## config.mk

```make
export PLATFORM = sky130hd
export DESIGN_NAME = inst_queue_ctrl_flat
export DESIGN_NICKNAME = d
export VERILOG_FILES = /design/src/rtl/inst_queue_ctrl_pkg.sv /design/src/rtl/inst_queue_ctrl_if.sv /design/src/rtl/iq_slot_sel.sv /design/src/rtl/inst_queue_ctrl.sv /design/src/flat_wrapper.sv
export SDC_FILE = /design/constraint.sdc
export NUM_CORES = 1
export LEC_CHECK = 0
export BUFFER_PORTS_ARGS = -buffer_cell sky130_fd_sc_hd__buf_2
export CAP_MARGIN = 20
export CELL_PAD_IN_SITES_DETAIL_PLACEMENT = 1
export CELL_PAD_IN_SITES_GLOBAL_PLACEMENT = 1
export CORE_ASPECT_RATIO = 0.8
export CORE_MARGIN = 2
export CORE_UTILIZATION = 45
export CTS_BUF_LIST = sky130_fd_sc_hd__clkbuf_16
export DETAILED_ROUTE_END_ITERATION = 7
export PLACE_DENSITY_LB_ADDON = 0.1
export SETUP_SLACK_MARGIN = 0.3
export SLEW_MARGIN = 20
export SYNTH_ARGS = -nofsm -noshare
export SYNTH_HDL_FRONTEND = slang
export SYNTH_HIERARCHICAL = 1
export SYNTH_SLANG_ARGS = --single-unit
export TNS_END_PERCENT = 10
```

## constraint.sdc

```tcl
create_clock -name clk -period 10.08 [get_ports clk]
set_input_delay 0.504 -clock clk [delete_from_list [all_inputs] [get_ports clk]]
set_output_delay 0.504 -clock clk [all_outputs]
set_load 0.02 [all_outputs]
```

## src/rtl/inst_queue_ctrl_pkg.sv

```systemverilog
// Shared entry layout and slot PC helpers for the instruction queue.
// An entry is {pc[31:3], inst[63:0], mask[1:0]} packed MSB to LSB.
package inst_queue_ctrl_pkg;

    localparam int IQ_PC_HI_W  = 29;
    localparam int IQ_INST_W   = 64;
    localparam int IQ_MASK_W   = 2;

    localparam int IQ_MASK_LSB = 0;
    localparam int IQ_INST_LSB = IQ_MASK_LSB + IQ_MASK_W;
    localparam int IQ_PC_LSB   = IQ_INST_LSB + IQ_INST_W;
    localparam int IQ_ENTRY_WD = IQ_PC_LSB + IQ_PC_HI_W;

    // Byte offset of slot1 within its 8-byte fetch packet.
    localparam logic [2:0] IQ_SLOT_OFS = 3'd4;

    function automatic logic [31:0] iq_slot_pc(input logic [IQ_PC_HI_W-1:0] pc_hi,
                                               input logic slot);
        return {pc_hi, 3'b000} | {29'd0, (slot ? IQ_SLOT_OFS : 3'd0)};
    endfunction

    function automatic logic [31:0] iq_slot_word(input logic [IQ_INST_W-1:0] inst,
                                                 input logic slot);
        return slot ? inst[63:32] : inst[31:0];
    endfunction

endpackage

```

## src/rtl/inst_queue_ctrl_if.sv

```systemverilog
// Fetch-side, redirect and decoder-side signals of the instruction queue.
// master = fetch/decode environment, slave = the queue itself.
interface inst_queue_ctrl_if;

    logic        br_e;
    logic [31:0] br_addr;
    logic        fetch_valid;
    logic [31:0] fetch_pc;
    logic [63:0] fetch_inst;
    logic        fetch_ready;
    logic        out0_valid;
    logic [31:0] out0_pc;
    logic [31:0] out0_inst;
    logic        out1_valid;
    logic [31:0] out1_pc;
    logic [31:0] out1_inst;
    logic [1:0]  take;

    modport master (
        output br_e, br_addr, fetch_valid, fetch_pc, fetch_inst, take,
        input  fetch_ready, out0_valid, out0_pc, out0_inst,
               out1_valid, out1_pc, out1_inst
    );

    modport slave (
        input  br_e, br_addr, fetch_valid, fetch_pc, fetch_inst, take,
        output fetch_ready, out0_valid, out0_pc, out0_inst,
               out1_valid, out1_pc, out1_inst
    );

endinterface

```

## src/rtl/iq_slot_sel.sv

```systemverilog
// Picks the two oldest pending instructions from the head entry and the one
// behind it, and reports which slots a given take consumes in each entry.
module iq_slot_sel
    import inst_queue_ctrl_pkg::*;
#(
    parameter int CNT_W = 3
) (
    input  logic [IQ_ENTRY_WD-1:0] head_ent,
    input  logic [IQ_ENTRY_WD-1:0] nxt_ent,
    input  logic [CNT_W-1:0]       count,
    input  logic [1:0]             take,
    output logic                   out0_valid,
    output logic [31:0]            out0_pc,
    output logic [31:0]            out0_inst,
    output logic                   out1_valid,
    output logic [31:0]            out1_pc,
    output logic [31:0]            out1_inst,
    output logic [1:0]             head_clr,
    output logic [1:0]             nxt_clr
);

    logic [IQ_MASK_W-1:0]  head_mask;
    logic [IQ_MASK_W-1:0]  nxt_mask;
    logic [IQ_PC_HI_W-1:0] head_pc_hi;
    logic [IQ_PC_HI_W-1:0] nxt_pc_hi;
    logic [IQ_INST_W-1:0]  head_inst;
    logic [IQ_INST_W-1:0]  nxt_inst;
    logic                  o0_slot;
    logic                  o1_slot;
    logic                  o1_nxt;

    // Masks outside the occupied range are ignored so stale storage never leaks out.
    assign head_mask  = head_ent[IQ_MASK_LSB +: IQ_MASK_W] & {IQ_MASK_W{count != '0}};
    assign nxt_mask   = nxt_ent[IQ_MASK_LSB +: IQ_MASK_W] & {IQ_MASK_W{count > CNT_W'(1)}};
    assign head_pc_hi = head_ent[IQ_PC_LSB +: IQ_PC_HI_W];
    assign nxt_pc_hi  = nxt_ent[IQ_PC_LSB +: IQ_PC_HI_W];
    assign head_inst  = head_ent[IQ_INST_LSB +: IQ_INST_W];
    assign nxt_inst   = nxt_ent[IQ_INST_LSB +: IQ_INST_W];

    always_comb begin
        out0_valid = |head_mask;
        o0_slot    = ~head_mask[0];
        out1_valid = 1'b0;
        o1_slot    = 1'b1;
        o1_nxt     = 1'b0;
        if (head_mask == 2'b11) begin
            out1_valid = 1'b1;
        end else if (out0_valid && (|nxt_mask)) begin
            out1_valid = 1'b1;
            o1_nxt     = 1'b1;
            o1_slot    = ~nxt_mask[0];
        end

        out0_pc   = '0;
        out0_inst = '0;
        out1_pc   = '0;
        out1_inst = '0;
        if (out0_valid) begin
            out0_pc   = iq_slot_pc(head_pc_hi, o0_slot);
            out0_inst = iq_slot_word(head_inst, o0_slot);
        end
        if (out1_valid) begin
            if (o1_nxt) begin
                out1_pc   = iq_slot_pc(nxt_pc_hi, o1_slot);
                out1_inst = iq_slot_word(nxt_inst, o1_slot);
            end else begin
                out1_pc   = iq_slot_pc(head_pc_hi, o1_slot);
                out1_inst = iq_slot_word(head_inst, o1_slot);
            end
        end

        head_clr = '0;
        nxt_clr  = '0;
        if ((take != 2'd0) && out0_valid) begin
            head_clr[o0_slot] = 1'b1;
        end
        if ((take == 2'd2) && out1_valid) begin
            if (o1_nxt) begin
                nxt_clr[o1_slot] = 1'b1;
            end else begin
                head_clr[o1_slot] = 1'b1;
            end
        end
    end

endmodule

```

## src/rtl/inst_queue_ctrl.sv

```systemverilog
// Instruction queue between fetch and the dual decoders: filters wrong-path
// packets against the expected PC and issues up to two instructions per cycle.
module inst_queue_ctrl
    import inst_queue_ctrl_pkg::*;
#(
    parameter int          DEPTH    = 4,
    parameter logic [31:0] RESET_PC = 32'hbfc0_0000
) (
    input  logic             clk,
    input  logic             rst,
    inst_queue_ctrl_if.slave bus
);

    localparam int PTR_W = (DEPTH > 1) ? $clog2(DEPTH) : 1;
    localparam int CNT_W = $clog2(DEPTH) + 1;
    localparam logic [CNT_W-1:0] FULL_CNT = CNT_W'(DEPTH);

    logic [PTR_W-1:0]      head_q, head_d;
    logic [PTR_W-1:0]      tail_q, tail_d;
    logic [PTR_W-1:0]      head_nxt;
    logic [CNT_W-1:0]      count_q, count_d;
    logic [31:0]           exp_pc_q, exp_pc_d;
    logic [IQ_MASK_W-1:0]  mask_q [DEPTH];
    logic [IQ_MASK_W-1:0]  mask_d [DEPTH];
    logic [IQ_PC_HI_W-1:0] pc_hi_q [DEPTH];
    logic [IQ_INST_W-1:0]  inst_q [DEPTH];

    logic [IQ_ENTRY_WD-1:0] head_ent;
    logic [IQ_ENTRY_WD-1:0] nxt_ent;
    logic [1:0]            head_clr;
    logic [1:0]            nxt_clr;
    logic [1:0]            head_left;
    logic [1:0]            nxt_left;
    logic                  pop_head;
    logic                  pop_nxt;
    logic [1:0]            pops;
    logic                  ready;
    logic                  enq_fire;
    logic                  enq_hit;
    logic                  unused_bits;

    assign head_nxt = head_q + 1'b1;
    assign head_ent = {pc_hi_q[head_q], inst_q[head_q], mask_q[head_q]};
    assign nxt_ent  = {pc_hi_q[head_nxt], inst_q[head_nxt], mask_q[head_nxt]};

    assign ready           = (count_q != FULL_CNT);
    assign bus.fetch_ready = ready;
    assign enq_fire        = bus.fetch_valid & ready & ~bus.br_e;
    assign enq_hit         = enq_fire & (bus.fetch_pc[31:3] == exp_pc_q[31:3]);
    assign unused_bits     = ^{bus.fetch_pc[2:0], exp_pc_q[1:0]};

    iq_slot_sel #(
        .CNT_W (CNT_W)
    ) u_slot_sel (
        .head_ent   (head_ent),
        .nxt_ent    (nxt_ent),
        .count      (count_q),
        .take       (bus.take),
        .out0_valid (bus.out0_valid),
        .out0_pc    (bus.out0_pc),
        .out0_inst  (bus.out0_inst),
        .out1_valid (bus.out1_valid),
        .out1_pc    (bus.out1_pc),
        .out1_inst  (bus.out1_inst),
        .head_clr   (head_clr),
        .nxt_clr    (nxt_clr)
    );

    always_comb begin
        mask_d   = mask_q;
        head_d   = head_q;
        tail_d   = tail_q;
        count_d  = count_q;
        exp_pc_d = exp_pc_q;

        head_left = mask_q[head_q] & ~head_clr;
        nxt_left  = mask_q[head_nxt] & ~nxt_clr;
        pop_head  = (count_q != '0) && (head_left == 2'b00);
        pop_nxt   = pop_head && (count_q > CNT_W'(1)) && (nxt_left == 2'b00);
        pops      = {1'b0, pop_head} + {1'b0, pop_nxt};

        if (bus.br_e) begin
            for (int i = 0; i < DEPTH; i++) begin
                mask_d[i] = '0;
            end
            head_d   = tail_q;
            count_d  = '0;
            exp_pc_d = bus.br_addr;
        end else begin
            mask_d[head_q]   = head_left;
            mask_d[head_nxt] = nxt_left;
            head_d           = head_q + PTR_W'(pops);
            count_d          = count_q + CNT_W'(enq_hit) - CNT_W'(pops);
            // A packet entered mid-packet (after a redirect to slot1) skips slot0.
            if (enq_hit) begin
                mask_d[tail_q] = {1'b1, ~exp_pc_q[2]};
                tail_d         = tail_q + 1'b1;
                exp_pc_d       = {exp_pc_q[31:3] + 29'd1, 3'b000};
            end
        end
    end

    always_ff @(posedge clk) begin
        if (rst) begin
            head_q   <= '0;
            tail_q   <= '0;
            count_q  <= '0;
            exp_pc_q <= RESET_PC;
            for (int i = 0; i < DEPTH; i++) begin
                mask_q[i] <= '0;
            end
        end else begin
            head_q   <= head_d;
            tail_q   <= tail_d;
            count_q  <= count_d;
            exp_pc_q <= exp_pc_d;
            mask_q   <= mask_d;
        end
    end

    // Payload storage is only meaningful under a set mask, so it carries no reset.
    always_ff @(posedge clk) begin
        if (enq_hit) begin
            pc_hi_q[tail_q] <= bus.fetch_pc[31:3];
            inst_q[tail_q]  <= bus.fetch_inst;
        end
    end

    take_legal_a: assert property (@(posedge clk) disable iff (rst || bus.br_e)
        ({1'b0, bus.take} <= ({2'b00, bus.out0_valid} + {2'b00, bus.out1_valid})));

endmodule

```

## src/flat_wrapper.sv

```systemverilog
// flat-port wrapper written by rule: the top's interface ports become plain ports
module inst_queue_ctrl_flat import inst_queue_ctrl_pkg::*;
#(
    parameter int          DEPTH    = 4,
    parameter logic [31:0] RESET_PC = 32'hbfc0_0000
)
  (clk, rst, bus_br_e, bus_br_addr, bus_fetch_valid, bus_fetch_pc, bus_fetch_inst, bus_take, bus_fetch_ready, bus_out0_valid, bus_out0_pc, bus_out0_inst, bus_out1_valid, bus_out1_pc, bus_out1_inst);
  inst_queue_ctrl_if bus_i ();
  input  logic clk;
  input  logic rst;
  input wire logic [$bits(bus_i.br_e)-1:0] bus_br_e;
  input wire logic [$bits(bus_i.br_addr)-1:0] bus_br_addr;
  input wire logic [$bits(bus_i.fetch_valid)-1:0] bus_fetch_valid;
  input wire logic [$bits(bus_i.fetch_pc)-1:0] bus_fetch_pc;
  input wire logic [$bits(bus_i.fetch_inst)-1:0] bus_fetch_inst;
  input wire logic [$bits(bus_i.take)-1:0] bus_take;
  output wire logic [$bits(bus_i.fetch_ready)-1:0] bus_fetch_ready;
  output wire logic [$bits(bus_i.out0_valid)-1:0] bus_out0_valid;
  output wire logic [$bits(bus_i.out0_pc)-1:0] bus_out0_pc;
  output wire logic [$bits(bus_i.out0_inst)-1:0] bus_out0_inst;
  output wire logic [$bits(bus_i.out1_valid)-1:0] bus_out1_valid;
  output wire logic [$bits(bus_i.out1_pc)-1:0] bus_out1_pc;
  output wire logic [$bits(bus_i.out1_inst)-1:0] bus_out1_inst;
  assign bus_i.br_e = bus_br_e;
  assign bus_i.br_addr = bus_br_addr;
  assign bus_i.fetch_valid = bus_fetch_valid;
  assign bus_i.fetch_pc = bus_fetch_pc;
  assign bus_i.fetch_inst = bus_fetch_inst;
  assign bus_i.take = bus_take;
  assign bus_fetch_ready = bus_i.fetch_ready;
  assign bus_out0_valid = bus_i.out0_valid;
  assign bus_out0_pc = bus_i.out0_pc;
  assign bus_out0_inst = bus_i.out0_inst;
  assign bus_out1_valid = bus_i.out1_valid;
  assign bus_out1_pc = bus_i.out1_pc;
  assign bus_out1_inst = bus_i.out1_inst;
  inst_queue_ctrl #(.DEPTH(DEPTH), .RESET_PC(RESET_PC)) u_core (.clk(clk), .rst(rst), .bus(bus_i));
endmodule
```

==> run summary <==
==================================================================================
Outcome                                                                  completed
Clock network power share                                                    0.334
Rel. slew slack                                                              0.364
Crit. End Element                                                     primary output
Kind of critical path                                                      reg2out
Leakage dissipation                                                        8.00 nW
Final Slew Violations                                                            0
Internal power summed over all cells                                     0.00340 W
Clock skew after layout                                                  0.0216 ns
Wl on met1                                                                27100 um
Gpl congestion                                                               0.807
Total overflow reported by the global router                                     0
Routed via count                                                             13609
Number of library cell types mapped by synthesis                                68
Buffers inserted during post-CTS setup optimization                              0
Share of the core filled with cells in the final layout                      0.527
Max-cap violations                                                               0
Switching portion of total power                                             0.288
TritonCTS clock tree                                                           yes
Proportion of synthesized chip area in sequential cells                      0.582
Clk slew on worst S/H paths                                                0.06 ns
Clk_lat worst skew                                                         0.57 ns
Die extent in x                                                             244 um
Slew at the pin with the worst max-slew slack                             0.951 ns
Signed area change from the synthesized netlist to the final layout          15.8%
Syn avg cell area                                                         15.8 um2
Launching element type of the critical path                               register
Achievable Freq                                                          0.181 GHz
Detailed-route DRC error count                                                   0
Maximum number of pins on one net before global-route repair                    67
Final hold vios                                                                  0
Hold Slack                                                                0.146 ns
Final period util                                                            0.549
Metal3 WL                                                                  3720 um
Number of levels the H-tree was split into                                       2
Minimum setup slack among reg-to-reg paths                                 4.93 ns
Site row count                                                                  70
Share of layout cells above drive strength 1                                 0.356
CP max FO                                                                       54
Net Sw Power                                                             0.00138 W
Drt initial violations                                                        1016
Share of power burned in combinational logic                                 0.254
Resized Gates After CTS                                                          0
Number of clock buffers inserted by TritonCTS                                   45
First-pass detailed-route iteration total                                        5
Unrepaired setup endpoints after global routing                              false
Post-synthesis register bit count                                              417
Via density per instance                                                      6.20
Post-route ant nets                                                              0
Largest voltage drop on the vdd net                                       0.168 mV
DR top layer                                                                  met5
Required @ worst endpoint                                                  9.58 ns
Sum of negative setup slack                                                   0 ns
Most used flip-flop cell after synthesis                              sky130_fd_sc_hd__edfxtp_1
Number of sinks driven by the clock tree                                       417
Post-synth ARST share                                                            0
Final setup violating endpoints                                                  0
Die area                                                                 47900 um2
Total routing usage reported by global routing                               0.253
Clock root buffer master                                              sky130_fd_sc_hd__clkbuf_16
Number of antenna violations at the first check in global routing               14
Buffer levels on the longest clock path                                          3
Most frequent cells in the layout                                     sky130_fd_sc_hd__edfxtp_1, sky130_fd_sc_hd__buf_2, sky130_fd_sc_hd__mux4_2
First-pass GRT wire length                                                90900 um
Detail Route met2 WL                                                      28500 um
HPWL after DPL                                                            38000 um
Layout Nets                                                                   1689
Height of the chip                                                          196 um
Top-Level Pins                                                                 265
Gate count after technology mapping                                           1314
Data arrival time of the critical path                                     5.03 ns
Post-route cell area                                                     24000 um2
Post-DR wirelength/cell                                                    27.6 um
PortBufs                                                                       255
Cell area power density                                                 199 nW/um2
Period minus WS final                                                      5.53 ns
Vias in the first global route                                               14521
Sequential power share                                                       0.412
Initial Util                                                                 0.455
Total placed instance area                                               22600 um2
Post-synthesis instance area                                             20800 um2
EDFF count, synth                                                              372
Number of buffers added to fix hold violations after cts                         0
Commonest non-fill, non-tap cell in the layout                        sky130_fd_sc_hd__edfxtp_1
Wirelength, routed                                                        60600 um
Path category of the worst min-delay check                                  in2reg
Yosys warning total                                                              6
Core outline area                                                        45600 um2
==================================================================================
[area by class of cell]
type / count / area (um2)
clock inverters: 35 / 231
multi-input cells: 763 / 8160
flip-flops and latches: 417 / 12100
repair buffers: 282 / 1480
fillers: 4390 / 21600
inverters: 27 / 101
clock buffers: 47 / 1180
diodes: 12 / 30.0
well taps: 612 / 766
[path summary, 6_finish.rpt]
kind / start / endpoint / cells past startpoint
hold / removal: bus_fetch_inst[22] / u_core/inst_q[2][22] / 1
hold reg to reg: u_core/tail_q[1] / u_core/tail_q[1] / 2
setup reg to reg: u_core/head_q[1] / u_core/count_q[2] / 18
setup / recovery: u_core/head_q[1] / bus_out1_inst[21] / 8
[layer usage]
metal,vias up,GRT usage
met5,-,0
met2,439,0.390
met3,82,0.0419
met1,7178,0.370
met4,4,0.0806
li1,5906,-
[cells in the mapped netlist (9+ instances only)]
cell	number	share of area
sky130_fd_sc_hd__ha_1	18	0.011
sky130_fd_sc_hd__and2_1	31	0.0093
sky130_fd_sc_hd__a22o_1	63	0.027
sky130_fd_sc_hd__nor3_1	9	0.0022
sky130_fd_sc_hd__buf_1	22	0.0040
sky130_fd_sc_hd__nand2_1	40	0.0072
sky130_fd_sc_hd__o21ai_0	50	0.012
sky130_fd_sc_hd__buf_2	28	0.0068
sky130_fd_sc_hd__nor2b_1	11	0.0033
sky130_fd_sc_hd__a31oi_1	43	0.013
sky130_fd_sc_hd__nor2_1	30	0.0054
sky130_fd_sc_hd__nand4_1	47	0.014
sky130_fd_sc_hd__buf_4	9	0.0033
sky130_fd_sc_hd__nand3_1	45	0.011
sky130_fd_sc_hd__inv_1	27	0.0049
sky130_fd_sc_hd__mux4_2	190	0.21
sky130_fd_sc_hd__clkbuf_1	45	0.0081
sky130_fd_sc_hd__a21oi_1	40	0.0096
sky130_fd_sc_hd__xnor2_1	34	0.014
sky130_fd_sc_hd__and3_1	10	0.0030
sky130_fd_sc_hd__dfxtp_1	45	0.043
sky130_fd_sc_hd__edfxtp_1	372	0.54
[stage by stage]
step                      power [W]  std cells  setup WS, ns
after CTS                   0.00483       2183          4.45
after global placement      0.00321       2101          4.82
after global routing        0.00498       2191          4.27
final                       0.00477       2195          4.55
after detailed placement    0.00323       2101          4.87
after floorplan             0.00292       1317          4.18
[state kept, by name, summed over array words and instances, names as in the netlist]
signal           cells
u_core/tail_q        2
u_core/exp_pc_q     30
u_core/pc_hi_q     116
u_core/count_q       3
u_core/head_q        2
u_core/inst_q      256
u_core/mask_q        8
[power groups by stage]
stage | Clock [W] | Combinational, W | Sequential [W]
after floorplan | 0 | 0.000967 | 0.00195
after global placement | 0 | 0.00121 | 0.00200
after detailed placement | 0 | 0.00123 | 0.00200
after CTS | 0.00163 | 0.00123 | 0.00197
after global routing | 0.00169 | 0.00132 | 0.00197
final | 0.00159 | 0.00121 | 0.00197
[logic make-up (layout without fill, tap and decap cells)]
family | Yosys count | count (layout) | share of synthesized area
AO/OA/AOI/OAI | 248 | 248 | 0.0824
multiplexers | 192 | 192 | 0.207
other | 1 | 16 | 0.000181
XOR/XNOR | 37 | 37 | 0.0160
adder cells (fa/ha/maj) | 19 | 19 | 0.0118
flip-flops | 417 | 417 | 0.582
AND/OR/NAND/NOR | 263 | 263 | 0.0703
buffers and inverters | 137 | 391 | 0.0304
[critical path: stages (launching register included)]
cell and delay, ns:
sky130_fd_sc_hd__dfxtp_4 0.92, sky130_fd_sc_hd__inv_1 0.37, sky130_fd_sc_hd__ha_4 0.80, sky130_fd_sc_hd__mux4_2 0.64, sky130_fd_sc_hd__or2_2 0.33, sky130_fd_sc_hd__a31oi_4 0.65
sky130_fd_sc_hd__buf_4 0.41, sky130_fd_sc_hd__a31oi_1 0.12, sky130_fd_sc_hd__buf_2 0.19
(Power assumes the default switching activity.)
